File: src/rtl/dmem_arb_pkg.sv
// Shared types and constants for the data-memory port arbiter.
// Holds the FSM state encoding, the read-return tag and the saturating counter helper.
package dmem_arb_pkg;

    typedef enum logic [1:0] {
        IDLE = 2'd0,
        OWN0 = 2'd1,
        OWN1 = 2'd2
    } arb_state_t;

    typedef struct packed {
        logic valid;
        logic idx;
    } rd_tag_t;

    localparam int          RD_LAT_MAX = 4;
    localparam logic [15:0] CNT_MAX    = 16'hFFFF;

    function automatic logic [15:0] sat_inc(input logic [15:0] v, input logic en);
        return (en && (v != CNT_MAX)) ? v + 16'd1 : v;
    endfunction

endpackage

File: src/rtl/dmem_rd_tag_pipe.sv
// Fixed-depth shift register carrying {valid, requester} for each outstanding read.
// The exit stage lines up with the cycle the memory presents the read data.
module dmem_rd_tag_pipe
    import dmem_arb_pkg::*;
#(
    parameter int DEPTH = 1
) (
    input  logic    clk,
    input  logic    rst_n,
    input  rd_tag_t tag_in,
    output rd_tag_t tag_out,
    output logic    any_valid
);

    rd_tag_t stage_q [DEPTH];
    rd_tag_t stage_d [DEPTH];

    always_comb begin
        stage_d[0] = tag_in;
        for (int i = 1; i < DEPTH; i++) begin
            stage_d[i] = stage_q[i-1];
        end
    end

    always_ff @(posedge clk or negedge rst_n) begin
        if (!rst_n) begin
            for (int i = 0; i < DEPTH; i++) begin
                stage_q[i] <= '0;
            end
        end else begin
            for (int i = 0; i < DEPTH; i++) begin
                stage_q[i] <= stage_d[i];
            end
        end
    end

    always_comb begin
        any_valid = 1'b0;
        for (int i = 0; i < DEPTH; i++) begin
            any_valid = any_valid | stage_q[i].valid;
        end
    end

    assign tag_out = stage_q[DEPTH-1];

endmodule

File: src/rtl/dmem_port_arbiter.sv
// Two-port round-robin arbiter with burst locking in front of the data memory.
// Optional grant/conflict counters are built when DMEM_ARB_PERF_EN is defined.
//
// state | meaning
// IDLE  | no owner, round-robin between requesters
// OWN0  | port 0 holds the memory across a locked burst
// OWN1  | port 1 holds the memory across a locked burst
module dmem_port_arbiter
    import dmem_arb_pkg::*;
#(
    parameter int DATA_W = 32,
    parameter int ADDR_W = 9,
    parameter int RD_LAT = 1
) (
    input  logic              clk,
    input  logic              reset,
    input  logic              m0_req,
    input  logic              m0_wr,
    input  logic              m0_lock,
    input  logic [ADDR_W-1:0] m0_addr,
    input  logic [DATA_W-1:0] m0_wdata,
    output logic              m0_gnt,
    output logic              m0_rvalid,
    output logic [DATA_W-1:0] m0_rdata,
    input  logic              m1_req,
    input  logic              m1_wr,
    input  logic              m1_lock,
    input  logic [ADDR_W-1:0] m1_addr,
    input  logic [DATA_W-1:0] m1_wdata,
    output logic              m1_gnt,
    output logic              m1_rvalid,
    output logic [DATA_W-1:0] m1_rdata,
    output logic              mem_wr,
    output logic              mem_rd,
    output logic [ADDR_W-1:0] mem_addr,
    output logic [DATA_W-1:0] mem_wdata,
    input  logic [DATA_W-1:0] mem_rdata,
    output logic              busy
`ifdef DMEM_ARB_PERF_EN
    ,
    output logic [15:0]       m0_gnt_cnt,
    output logic [15:0]       m1_gnt_cnt,
    output logic [15:0]       conflict_cnt
`endif
);

    arb_state_t state_q, state_d;
    logic       last_q, last_d;
    logic       issue, sel_wr;
    rd_tag_t    tag_push, tag_pop;
    logic       tags_busy;

    // Grants are suppressed while reset is held so no strobe leaks out.
    always_comb begin
        m0_gnt = 1'b0;
        m1_gnt = 1'b0;
        if (reset) begin
            case (state_q)
                IDLE: begin
                    if (m0_req && m1_req) begin
                        m0_gnt = last_q;
                        m1_gnt = ~last_q;
                    end else begin
                        m0_gnt = m0_req;
                        m1_gnt = m1_req;
                    end
                end
                OWN0:    m0_gnt = m0_req;
                OWN1:    m1_gnt = m1_req;
                default: ;
            endcase
        end
    end

    assign issue  = m0_gnt | m1_gnt;
    assign sel_wr = m1_gnt ? m1_wr : m0_wr;

    always_comb begin
        mem_wr    = issue & sel_wr;
        mem_rd    = issue & ~sel_wr;
        mem_addr  = '0;
        mem_wdata = '0;
        if (m1_gnt) begin
            mem_addr  = m1_addr;
            mem_wdata = m1_wdata;
        end else if (m0_gnt) begin
            mem_addr  = m0_addr;
            mem_wdata = m0_wdata;
        end
    end

    always_comb begin
        state_d = state_q;
        last_d  = issue ? m1_gnt : last_q;
        case (state_q)
            IDLE: begin
                if (m0_gnt && m0_lock)      state_d = OWN0;
                else if (m1_gnt && m1_lock) state_d = OWN1;
            end
            OWN0: if (!m0_req || (m0_gnt && !m0_lock)) state_d = IDLE;
            OWN1: if (!m1_req || (m1_gnt && !m1_lock)) state_d = IDLE;
            default: state_d = IDLE;
        endcase
    end

    always_ff @(posedge clk or negedge reset) begin
        if (!reset) begin
            state_q <= IDLE;
            last_q  <= 1'b1;
        end else begin
            state_q <= state_d;
            last_q  <= last_d;
        end
    end

    assign tag_push.valid = issue & ~sel_wr;
    assign tag_push.idx   = m1_gnt;

    dmem_rd_tag_pipe #(
        .DEPTH (RD_LAT)
    ) u_rd_tag_pipe (
        .clk       (clk),
        .rst_n     (reset),
        .tag_in    (tag_push),
        .tag_out   (tag_pop),
        .any_valid (tags_busy)
    );

    assign m0_rvalid = tag_pop.valid & ~tag_pop.idx;
    assign m1_rvalid = tag_pop.valid &  tag_pop.idx;
    assign m0_rdata  = m0_rvalid ? mem_rdata : '0;
    assign m1_rdata  = m1_rvalid ? mem_rdata : '0;
    assign busy      = tags_busy | (state_q != IDLE);

`ifdef DMEM_ARB_PERF_EN
    logic [15:0] m0_cnt_q, m0_cnt_d;
    logic [15:0] m1_cnt_q, m1_cnt_d;
    logic [15:0] cfl_cnt_q, cfl_cnt_d;

    always_comb begin
        m0_cnt_d  = sat_inc(m0_cnt_q, m0_gnt);
        m1_cnt_d  = sat_inc(m1_cnt_q, m1_gnt);
        cfl_cnt_d = sat_inc(cfl_cnt_q, m0_req & m1_req);
    end

    always_ff @(posedge clk or negedge reset) begin
        if (!reset) begin
            m0_cnt_q  <= '0;
            m1_cnt_q  <= '0;
            cfl_cnt_q <= '0;
        end else begin
            m0_cnt_q  <= m0_cnt_d;
            m1_cnt_q  <= m1_cnt_d;
            cfl_cnt_q <= cfl_cnt_d;
        end
    end

    assign m0_gnt_cnt   = m0_cnt_q;
    assign m1_gnt_cnt   = m1_cnt_q;
    assign conflict_cnt = cfl_cnt_q;
`endif

endmodule

File: config.mk
export PLATFORM = sky130hd
export DESIGN_NAME = dmem_port_arbiter
export DESIGN_NICKNAME = d
export VERILOG_FILES = /design/src/rtl/dmem_arb_pkg.sv /design/src/rtl/dmem_rd_tag_pipe.sv /design/src/rtl/dmem_port_arbiter.sv
export SDC_FILE = /design/constraint.sdc
export NUM_CORES = 1
export LEC_CHECK = 0
export CELL_PAD_IN_SITES_DETAIL_PLACEMENT = 2
export CELL_PAD_IN_SITES_GLOBAL_PLACEMENT = 2
export CORE_ASPECT_RATIO = 1.25
export CORE_MARGIN = 2
export CORE_UTILIZATION = 10
export DETAILED_ROUTE_END_ITERATION = 6
export GPL_ROUTABILITY_DRIVEN = 0
export GPL_TIMING_DRIVEN = 0
export PLACE_DENSITY_LB_ADDON = 0.15
export SLEW_MARGIN = 20
export SYNTH_ARGS = -nofsm -noshare
export SYNTH_HDL_FRONTEND = slang
export SYNTH_HIERARCHICAL = 1
export SYNTH_SLANG_ARGS = --single-unit
File: constraint.sdc
create_clock -name clk -period 2.1 [get_ports clk]
set_clock_uncertainty 0.2 [all_clocks]
set_input_delay 0.315 -clock clk [delete_from_list [all_inputs] [get_ports clk]]
set_output_delay 0.315 -clock clk [all_outputs]
set_load 0.005 [all_outputs]
[Word level (Yosys, flattened, before mapping)]
Cells that the tools add are included.
Storage, ports and cells
  flip-flop bits (word level): 5
  bits of input ports: 122
  logic and storage cells: 50
Operators by class
  equal/unequal tests: 5
  multiplexer cells: 18
  bitwise gates (word level): 9
  reductions and logical operators: 14
Operator list (count)
  32-bit two-way mux: 4
  9-bit two-way mux: 2
  2-bit two-way mux: 4
  2-bit one-hot mux with 3 select lines: 1
  1-bit logical AND: 5
  1-bit two-way mux: 5
  1-bit bitwise AND: 4
  1-bit logical NOT: 4
  2-bit inequality test, second input constant: 2
  1-bit one-hot mux with 2 select lines: 2
  3-bit inequality test, second input constant: 1
  1-bit inverter: 3
  3-bit AND reduction: 1
  2-bit by 1-bit equality test with 1-bit output, second input constant: 1
  2-bit equality test, second input constant: 1
  2-bit logical NOT: 1
  1-bit logical OR: 2
  1-bit OR: 2
  2-bit nonzero test: 1

[Logic depth before layout (Yosys ltp)]
  word-level depth: 8
  depth in mapped cells: 5
  gate-level depth less buffers: 3

[Hierarchy]
Netlist, hierarchy kept.
Modules (own cells, without submodules)
  dmem_port_arbiter: instances 1, cells an instance 150, area each 1118.6 um2, seq. area each 76.3 um2
  dmem_rd_tag_pipe: instances 1, cells an instance 3, area each 57.6 um2, seq. area each 50.0 um2

[Least setup slack after synthesis]
OpenSTA, ideal clock, no wires.
  path type: reg2out
  from: register last_q
  to: output mem_addr[0]
  arrival time: 1.271 ns
  data required time: 1.585 ns
  setup slack: 0.314 ns
  stages on the path, launching flop included: 6
  path buffers: 2
  path through: dfstp_2 > nand3b_1 > and3_1 > buf_6 > buf_6 > a22o_1
On the way
  longest elaborated chain between the ends: 5
  elaborated cells on any way between the ends: 9
  those cells by class: mux: 8; bitwise: 1
RTL lines
  from (decl): line dmem_port_arbiter.sv:48  | logic last_q, last_d;
  from (signal assigned): line dmem_port_arbiter.sv:112  | last_q <= last_d;
  1-bit inverter: line dmem_port_arbiter.sv:62  | m1_gnt = ~last_q;
  1-bit two-way mux: line dmem_port_arbiter.sv:60  | if (m0_req && m1_req) begin
  1-bit one-hot mux with 2 select lines: line dmem_port_arbiter.sv:58  | case (state_q)
  1-bit two-way mux: line dmem_port_arbiter.sv:57  | if (reset) begin
  named net m1_gnt: line dmem_port_arbiter.sv:30  | output logic m1_gnt,
  9-bit two-way mux: line dmem_port_arbiter.sv:83  | if (m1_gnt) begin
  to (decl): line dmem_port_arbiter.sv:35  | output logic [ADDR_W-1:0] mem_addr,
The timed path passes the listed nets, and every way through them passes these cells.

[Final worst setup path]
  from: register last_q
  to: output mem_addr[7]
On the way
  longest elaborated chain between the ends: 5
  elaborated cells on any way between the ends: 9
  those cells by class: mux: 8; bitwise: 1
RTL lines (line)
  1-bit two-way mux / 1-bit inverter (equally long branches): dmem_port_arbiter.sv:60, dmem_port_arbiter.sv:62
  1-bit one-hot mux with 2 select lines / 1-bit two-way mux (equally long branches): dmem_port_arbiter.sv:58, dmem_port_arbiter.sv:60
  1-bit two-way mux / 1-bit one-hot mux with 2 select lines (equally long branches): dmem_port_arbiter.sv:57, dmem_port_arbiter.sv:58
  9-bit two-way mux / 1-bit two-way mux (equally long branches): dmem_port_arbiter.sv:86, dmem_port_arbiter.sv:57
  9-bit two-way mux *: dmem_port_arbiter.sv:83
Every way passes the cells marked *; elsewhere a longest branch is shown, timed or not.

==> impl_summary.txt <==
----------------------------------------------------
[Final layout]
  Register area ... 128 sq um
  Area of all placed cells without fillers ... 0.00406 sq mm
  Filler-free cell count of the finished design ... 563
  Filler Cells Inserted ... 1306
  Commonest non-fill, non-tap cell in the layout ... sky130_fd_sc_hd__clkdlybuf4s50_1
  Layout cells sized above 1 ... 27.5%
  Area grow syn2layout ... 246%
  Multi-input combinational cell area ... 920 sq um
  Number of diodes added for antenna fixing ... 0
  Leading cell types in the layout, fill and taps excluded ... sky130_fd_sc_hd__clkdlybuf4s50_1, sky130_fd_sc_hd__dlygate4sd2_1, sky130_fd_sc_hd__a22o_1, sky130_fd_sc_hd__and3_1, sky130_fd_sc_hd__and2_1
  Layout net count ... 548

[Clock tree]
  Sinks on the clock net ... 5
  Number of buffers on the longest clock path ... 2
  Insertion delay of the later-clocked pin in the worst-skew pair ... 0.23 ns
  CTS H-tree lvls ... 1
  Clock-pin slew reported for the worst setup and hold paths after clock tree synthesis ... 0.03 ns
  TritonCTS clock tree ... built
  Inserted Clock Buffers ... 3
  CTS root buffer ... sky130_fd_sc_hd__clkbuf_16

[Synth]
  Ranking of synthesized cells by area ... sky130_fd_sc_hd__a22o_1, sky130_fd_sc_hd__and2_1, sky130_fd_sc_hd__and3_1
  Number of storage elements in the synthesis netlist ... 5
  Post-synth top area cell ... sky130_fd_sc_hd__a22o_1
  Total of warnings raised by yosys ... 6
  Cells after synthesis ... 153
  Post-Synthesis Net Count ... 275
  Sequential share of the synthesized area ... 10.7%
  Number of library cell types mapped by synthesis ... 20
  Area share of the leading cell type in the synthesized netlist ... 32.0%
  Combined area of all synthesized cells ... 0.00118 sq mm
  Syn Area/Cell ... 7.69 sq um

[Routing]
  Post-detailed-route DRC marker count ... 0
  DR WL/cell ... 16.2 um
  Total number of vias ... 2349
  Remaining antenna violation count ... 0
  Mean number of vias per cell ... 4.17
  Final WL ... 9.11 mm
  First-iteration detailed-routing DRC count ... 20
  Drt first pass iters ... 4

[Placed design]
  Total cell area at the placement stage ... 0.00368 sq mm
  Post-Place Worst Slack ... -0.756 ns
  Instance count after placement with tap cells included ... 524
  Detailed placer's ending HPWL ... 7.15 mm
  Port Buffers ... 233

[Timing]
  Max-slew violations ... 0
  RSZ-0062 raised after global routing ... yes
  Worst-case headroom to the max-slew limit ... 85.0%
  Final number of setup-violating endpoints ... 43
  Fmax ... 0.451 GHz
  Post-route worst hold slack ... 0.0420 ns
  Fin Setup TNS ... -3.81 ns
  Setup WS post-layout ... -0.119 ns
  Final hold violations ... 0
  Time the final worst path needs with I/O delays and setup ... 2.22 ns
  Transition time of the tightest slew-check pin ... 0.224 ns
  Share of the cycle needed by the critical path after routing ... 106%

[Setup path]
  Critical path depth in cells ... 5
  Critical path endpoint category ... output pin
  Worst setup startpoint ... last_q
  Capturing point of the worst reg2reg path ... last_q
  Category of cells accounting for the largest share of critical-path delay ... flip-flops
  Crit path required time ... 1.58 ns
  Peak fanout along the critical path ... 5
  Crit Reg-Reg Startpoint ... last_q
  Data arrival time at the worst-slack endpoint ... 1.70 ns
  Flop-to-flop setup slack ... 0.44 ns
  Critical Path Source Type ... register
  Library cell contributing the largest single delay on the critical path ... sky130_fd_sc_hd__dfstp_2
  Max incr delay on CP ... 0.54 ns
  Buffers & Inverters on Critical Path ... 2
  R2R depth ... 5
  Worst setup path class ... reg -> out
  Endpoint of the most critical setup path ... mem_addr[7]
  Worst-path cell chain ... nand3b_1, and3_4, clkbuf_16, a22o_1, buf_2

[Global route]
  Maximum number of pins on one net before global-route repair ... 12
  Vias in the first global route ... 2619
  First-pass GRT wire length ... 13.2 mm
  Overall routing resource usage ... 13.1%
  Final global-route overflow total ... 0
  Initial antenna violation count ... 0

[Floorplan]
  Floorplan die height ... 125 um
  Boundary pin count ... 234
  Floorplan core area ... 0.0116 sq mm
  Area enclosed by the die boundary ... 0.0127 sq mm
  X dimension of the die ... 101 um
  Number of placement rows ... 44
  Starting density of the core ... 10.2%

[Min path]
  Tightest Hold Check Type ... in -> async

[Outcome]
  Outcome ... finished, violations left
  Failing checks ... setup timing

[Power and ir drop]
  Largest voltage drop on the vdd net ... 0.000138 V
  Leakage power total ... 2.19 nW
  Power density cells ... 313 mW/mm^2

[Flow run]
  Max Cap Violations ... 0

----------------------------------------------------
cell type report:
| cell class | count | area share [%] |
|---|---|---|
| inverters | 5 | 0.462 |
| multi-input cells | 124 | 22.6 |
| plain buffers | 19 | 6.19 |
| flip-flops and latches | 5 | 3.14 |
| well taps | 138 | 4.25 |
| clock buffers | 4 | 1.94 |
| repair buffers | 268 | 61.4 |
layer usage:
layer,wire (um),up-vias,track usage (%)
li1,-,1113,-
met1,2960,1085,11.8
met5,0,-,0
met2,5030,145,26.5
met4,70,0,2.62
met3,1040,6,5.20
Yosys cell counts:
library cell                n
sky130_fd_sc_hd__nor2_1     1
sky130_fd_sc_hd__buf_6     10
sky130_fd_sc_hd__buf_2      1
sky130_fd_sc_hd__inv_1      5
sky130_fd_sc_hd__and2_1    33
sky130_fd_sc_hd__or3_1      1
sky130_fd_sc_hd__o311a_1    1
sky130_fd_sc_hd__clkbuf_1   8
sky130_fd_sc_hd__dfrtp_1    4
sky130_fd_sc_hd__and3_1    33
sky130_fd_sc_hd__a21o_1     1
sky130_fd_sc_hd__nand3b_1   1
sky130_fd_sc_hd__buf_4      1
sky130_fd_sc_hd__mux2i_1    1
sky130_fd_sc_hd__a22o_1    43
sky130_fd_sc_hd__o21ai_0    2
sky130_fd_sc_hd__a21oi_1    1
sky130_fd_sc_hd__nand2_1    2
sky130_fd_sc_hd__nor2b_1    3
sky130_fd_sc_hd__dfstp_2    1
where the power goes:
group          internal (W)  total, W  switching, W
sequential         0.000110  0.000120    0.00000991
combinational      0.000557  0.000830      0.000273
clock              0.000252  0.000322     0.0000694
total              0.000919   0.00127      0.000353
state kept, by name, summed over array words and instances (netlist names):
| name | count |
|---|---|
| u_rd_tag_pipe/any_valid | 1 |
| last_q | 1 |
| state_q | 2 |
| u_rd_tag_pipe/tag_out | 1 |
worst min-delay path by stage:
| stage | from | endpoint | slack, ns | cells after the start |
|---|---|---|---|---|
| after floorplan | reset | state_q[0] | -0.18 | 0 |
| after global placement | last_q | last_q | 0.32 | 1 |
| after detailed placement | last_q | last_q | 0.33 | 1 |
| after CTS | reset | last_q | 0.03 | 1 |
| after global routing | reset | last_q | 0.06 | 1 |
| final | reset | last_q | 0.04 | 1 |
timing repair:
item                                    CTS  global route
endpoints found under the hold margin     4             0
hold buffers                              1             0
buffers inserted                         15             9
cloned                                    3             8
endpoints found under the setup margin  108            56
pin swaps                                 4            20
gates resized for setup                 216            91
metrics by stage:
step	power [W]	utilization (%)
after floorplan	0.000340	-
after global placement	0.000863	31.8
after detailed placement	0.000872	31.8
after CTS	0.00123	34.4
after global routing	0.00136	35.2
final	0.00127	35.2
kinds of logic (layout without fill, tap and decap cells):
| logic type | Yosys count | in the layout | share of synthesized area [%] |
|---|---|---|---|
| and+or+nand+nor | 74 | 75 | 38.8 |
| AOI/OAI and AO/OA | 48 | 48 | 34.8 |
| buffers and inverters | 25 | 296 | 14.8 |
| DFF | 5 | 5 | 10.7 |
| muxes | 1 | 1 | 0.851 |
worst register-to-register path, stage by stage (launching register included):
cell	delay [ns]
sky130_fd_sc_hd__dfstp_2	0.54
sky130_fd_sc_hd__nand3b_1	0.16
sky130_fd_sc_hd__and3_4	0.27
sky130_fd_sc_hd__clkbuf_16	0.16
sky130_fd_sc_hd__buf_4	0.13
sky130_fd_sc_hd__a21o_1	0.14
Power figures use the tool's default switching activity.
==> patch 1 (config.mk and constraints unchanged) <==
The option `DMEM_ARB_PERF_EN` is turned on by a define.
--- a/src/rtl/dmem_port_arbiter.sv
+++ b/src/rtl/dmem_port_arbiter.sv
@@ -5,6 +5,8 @@
 // IDLE  | no owner, round-robin between requesters
 // OWN0  | port 0 holds the memory across a locked burst
 // OWN1  | port 1 holds the memory across a locked burst
+`define DMEM_ARB_PERF_EN
+
 module dmem_port_arbiter
     import dmem_arb_pkg::*;
 #(
Check against the original RTL (old outputs only; new: conflict_cnt, m0_gnt_cnt and m1_gnt_cnt): equivalent (Yosys induction, for registers that start in step).
==> patch 1 against the original RTL <==
  * The flow still finishes with violations (negative setup slack)
  * Total power grew to 3.4 times the old value
  * Wire length grew 140%
  * Final area increased by 97%
  * Critical endpoint is now mem_wdata[23]
  * Core utilization fell by 11 points
  * Sequential cell count up 48
  * Largest power group unchanged
  * Synthesized area increased to 2.9 times the old value
  * Clock power grew to 3.1 times the old value
  * Largest cell class unchanged
  * Setup slack worse by 0.26 ns
==> patch 1: results <==
# TYPE chip_impl_metric gauge
chip_impl_info{name="run_status",value="finished with violations"} 1
chip_impl_info{name="failing_checks",value="negative setup slack"} 1
chip_impl_metric{name="cts.htree.levels",unit=""} 2
chip_impl_metric{name="synth_mux_area_share",unit="%"} 2.32
chip_impl_metric{name="preCtsSetupSlack",unit="ns"} -1.66
chip_impl_metric{name="worst_slack",unit="ns"} -0.377
chip_impl_metric{name="grt_pass1_vias",unit=""} 5028
chip_impl_metric{name="mapped_cells",unit=""} 374
chip_impl_metric{name="grt_max_degree",unit=""} 29
chip_impl_metric{name="sum_neg_setup_slack",unit="ns"} -12.08
chip_impl_metric{name="worst-endpoint-arrival",unit="ns"} 1.96
chip_impl_info{name="synth.top_cells.by_count",value="52 x sky130_fd_sc_hd__dfrtp_1, 42 x sky130_fd_sc_hd__a22o_1, 39 x sky130_fd_sc_hd__and3_1, 34 x sky130_fd_sc_hd__and2_1, 30 x sky130_fd_sc_hd__nand2_1"} 1
chip_impl_metric{name="global_route_wire_length_before_repair",unit="µm"} 33000
chip_impl_metric{name="tightestPinTransition",unit="ns"} 0.440
chip_impl_metric{name="postRouteWirelength",unit="µm"} 22300
chip_impl_metric{name="cts_resized",unit=""} 496
chip_impl_metric{name="slowest_delay",unit="ns"} 0.39
chip_impl_metric{name="post_synth_fa_ha_maj_area_fraction",unit="%"} 1.10
chip_impl_info{name="worst_hold_path_type",value="input port to flip-flop"} 1
chip_impl_metric{name="cts_buffers",unit=""} 5
chip_impl_metric{name="routed_via_density",unit=""} 3.84
chip_impl_metric{name="total_leakage_power",unit="nW"} 3.72
chip_impl_metric{name="place.detailed.instances",unit=""} 1079
chip_impl_metric{name="grt_usage",unit="%"} 12.2
chip_impl_metric{name="post-cts-setup-buffers",unit=""} 50
chip_impl_metric{name="grt_antenna_before_repair",unit=""} 1
chip_impl_metric{name="via_count",unit=""} 4465
chip_impl_metric{name="synth_compound_area_share",unit="%"} 15.2
chip_impl_metric{name="n_fill_cell",unit=""} 3790
chip_impl_info{name="slowest_stage",value="sky130_fd_sc_hd__dfrtp_1"} 1
chip_impl_metric{name="synth.yosys.seq_area_share",unit="%"} 39.1
chip_impl_metric{name="fin_nets",unit=""} 864
chip_impl_metric{name="syn_nets",unit=""} 499
chip_impl_info{name="path_delay_family",value="buffers and inverters"} 1
chip_impl_metric{name="hold_bufs_at_cts",unit=""} 5
chip_impl_metric{name="setup_viol_count_final",unit=""} 51
patch 1: layer usage:
| metal | global-route usage [%] | share of wire (%) | up-vias |
|---|---|---|---|
| met5 | 0 | 0.049 | - |
| met1 | 13.2 | 39 | 2178 |
| li1 | - | - | 2086 |
| met3 | 2.95 | 6.7 | 13 |
| met4 | 3.09 | 1.8 | 2 |
| met2 | 23.6 | 53 | 186 |
patch 1: tightest hold or removal path, stage by stage:
cell                      delay (ns)
sky130_fd_sc_hd__buf_12         0.08
sky130_fd_sc_hd__buf_12         0.09
sky130_fd_sc_hd__buf_16         0.11
sky130_fd_sc_hd__a21oi_1        0.06
sky130_fd_sc_hd__nor2_1         0.09
patch 1: final timing paths:
path,from,end,slack (ns),cells after the start
max,state_q[0],mem_wdata[23],-0.38,9
min,reset,state_q[0],0.28,5
max reg2reg,state_q[0],m1_gnt_cnt[13],-0.16,9
min reg2reg,m0_gnt_cnt[15],m0_gnt_cnt[15],0.30,1
max in group asynchronous,reset,conflict_cnt[0],0.79,5
min in group asynchronous,reset,m1_gnt_cnt[7],0.42,4
patch 1: area by class of cell:
class / instances / area [µm²] / share of cell area (%)
clock buffers: 7 / 143 / 1.79
repair buffers: 360 / 3390 / 42.5
plain buffers: 20 / 288 / 3.60
well taps: 423 / 529 / 6.62
multi-input cells: 295 / 2240 / 28.0
clock inverters: 1 / 30.0 / 0.376
inverters: 4 / 27.5 / 0.345
flip-flops and latches: 53 / 1340 / 16.8
patch 1: where the power goes:
group | switching [mW] | leakage (nW) | internal, mW
Sequential | 0.230 | 0.693 | 1.19
Clock | 0.405 | 0.0841 | 0.598
Combinational | 0.709 | 2.94 | 1.18
Total | 1.34 | 3.72 | 2.97
==> patch 2 (config.mk and constraints unchanged) <==
Without the edit above. Encoding of `arb_state_t`: now one-hot (3 bits for 3 states).
--- a/src/rtl/dmem_arb_pkg.sv
+++ b/src/rtl/dmem_arb_pkg.sv
@@ -2,10 +2,10 @@
 // Holds the FSM state encoding, the read-return tag and the saturating counter helper.
 package dmem_arb_pkg;
 
-    typedef enum logic [1:0] {
-        IDLE = 2'd0,
-        OWN0 = 2'd1,
-        OWN1 = 2'd2
+    typedef enum logic [2:0] {
+        IDLE = 3'b001,
+        OWN0 = 3'b010,
+        OWN1 = 3'b100
     } arb_state_t;
 
     typedef struct packed {
Function: no difference found for any inputs over 10 cycles, from zero or initial values and one cycle with reset low; not proved beyond that.
==> patch 2 against the original RTL <==
  * The run still ends with negative setup slack left
  * Setup slack lost 0.33 ns
  * Worst hold slack lost 0.028 ns
  * Synthesized area grew 9.1%
  * Final area grew 4.5%
  * Wire length grew 14%
  * Sequential cell count grew 1
  * Count of clock-buffer cells in the layout shrank 1
  * Synthesized cell count grew 6.5%
  * Total power grew 68%
  * First-iteration DRC count grew to 2.7 times the old value
  * Register-to-register slack lost 0.41 ns
  * Die area grew 8.8%
  * Global-route usage grew 0.69 points
  * Largest cell class unchanged
==> patch 2: results <==
# TYPE chip_impl_metric gauge
chip_impl_metric{name="syn-mean-instance-area",unit="µm²"} 7.88
chip_impl_info{name="post_synth_main_area_contributors",value="sky130_fd_sc_hd__a22o_1 29%, sky130_fd_sc_hd__and2_1 17%, sky130_fd_sc_hd__and3_1 16%"} 1
chip_impl_metric{name="worst_slack",unit="ns"} -0.449
chip_impl_metric{name="grt_pass1_vias",unit=""} 2785
chip_impl_info{name="run_status",value="finished with violations"} 1
chip_impl_metric{name="cts_resized",unit=""} 325
chip_impl_info{name="synth.top_cells.by_count",value="43 x sky130_fd_sc_hd__a22o_1, 34 x sky130_fd_sc_hd__and2_1, 33 x sky130_fd_sc_hd__and3_1, 9 x sky130_fd_sc_hd__clkbuf_1"} 1
chip_impl_metric{name="synth_top_area_share",unit="%"} 29.3
chip_impl_metric{name="setup_viol_count_final",unit=""} 45
chip_impl_metric{name="timing.reg2reg.worst_path_depth",unit=""} 10
chip_impl_metric{name="ff2ff_setup_slack",unit="ns"} 0.03
chip_impl_metric{name="fin_nets",unit=""} 568
chip_impl_metric{name="synth_mux_area_share",unit="%"} 0.780
chip_impl_metric{name="largest_register_ffs",unit=""} 3
chip_impl_metric{name="share_of_the_final_layout_cell_area_in_sequential_cells",unit="%"} 3.62
chip_impl_metric{name="switchingPower",unit="mW"} 0.699
chip_impl_metric{name="clock_buffers",unit=""} 3
chip_impl_metric{name="place.detailed.hpwl",unit="µm"} 8030
chip_impl_metric{name="synth_compound_area_share",unit="%"} 34.5
chip_impl_metric{name="tightestPinTransition",unit="ns"} 0.212
chip_impl_info{name="r2r-start",value="state_q[0]"} 1
chip_impl_metric{name="layoutNonFillerInstCount",unit=""} 612
chip_impl_info{name="failing_checks",value="negative setup slack"} 1
chip_impl_metric{name="synth.yosys.seq_area_share",unit="%"} 11.9
chip_impl_metric{name="final-nonclk-buf-share",unit="%"} 65.2
chip_impl_metric{name="clockPowerShare",unit="%"} 14.1
-- patch 2: per-stage QoR --
step                utilization, %  hold slack (ns)  area [µm²]  setup TNS, ns  setup WS [ns]
floorplan                        -           -0.181        1280              0          0.163
global placement              30.4            0.291        3830         -54.93          -1.07
detailed placement            30.4            0.297        3830         -57.37          -1.11
CTS                           33.5           0.0171        4230         -15.28         -0.452
global route                  33.7           0.0323        4250         -17.98         -0.520
finish                        33.7           0.0142        4250         -14.38         -0.449
-- patch 2: worst max-delay path, stage by stage (launching register included) --
cell	delay (ns)
sky130_fd_sc_hd__dfstp_2	0.53
sky130_fd_sc_hd__a21bo_1	0.20
sky130_fd_sc_hd__mux2i_1	0.16
sky130_fd_sc_hd__and3_4	0.22
sky130_fd_sc_hd__buf_8	0.13
sky130_fd_sc_hd__buf_12	0.12
sky130_fd_sc_hd__buf_16	0.11
sky130_fd_sc_hd__buf_6	0.08
sky130_fd_sc_hd__a22o_1	0.13
sky130_fd_sc_hd__buf_2	0.12
-- patch 2: routing by layer --
metal / share of wire, % / vias to the layer above / GRT usage, %
li1: - / 1173 / -
met1: 33 / 1181 / 12.8
met2: 55 / 157 / 28.3
met3: 12 / 2 / 6.35
met4: 0.44 / 0 / 0.941
met5: 0 / - / 0
-- patch 2: worst max-delay path by stage --
stage / startpoint / end / slack, ns / cells after the start
floorplan: state_q[0] / mem_addr[0] / 0.16 / 6
finish: state_q[0] / mem_wdata[11] / -0.45 / 9
detailed placement: reset / mem_wdata[15] / -1.11 / 6
global placement: reset / mem_wdata[15] / -1.07 / 6
CTS: state_q[0] / mem_wdata[11] / -0.45 / 9
global route: state_q[0] / mem_wdata[11] / -0.52 / 9
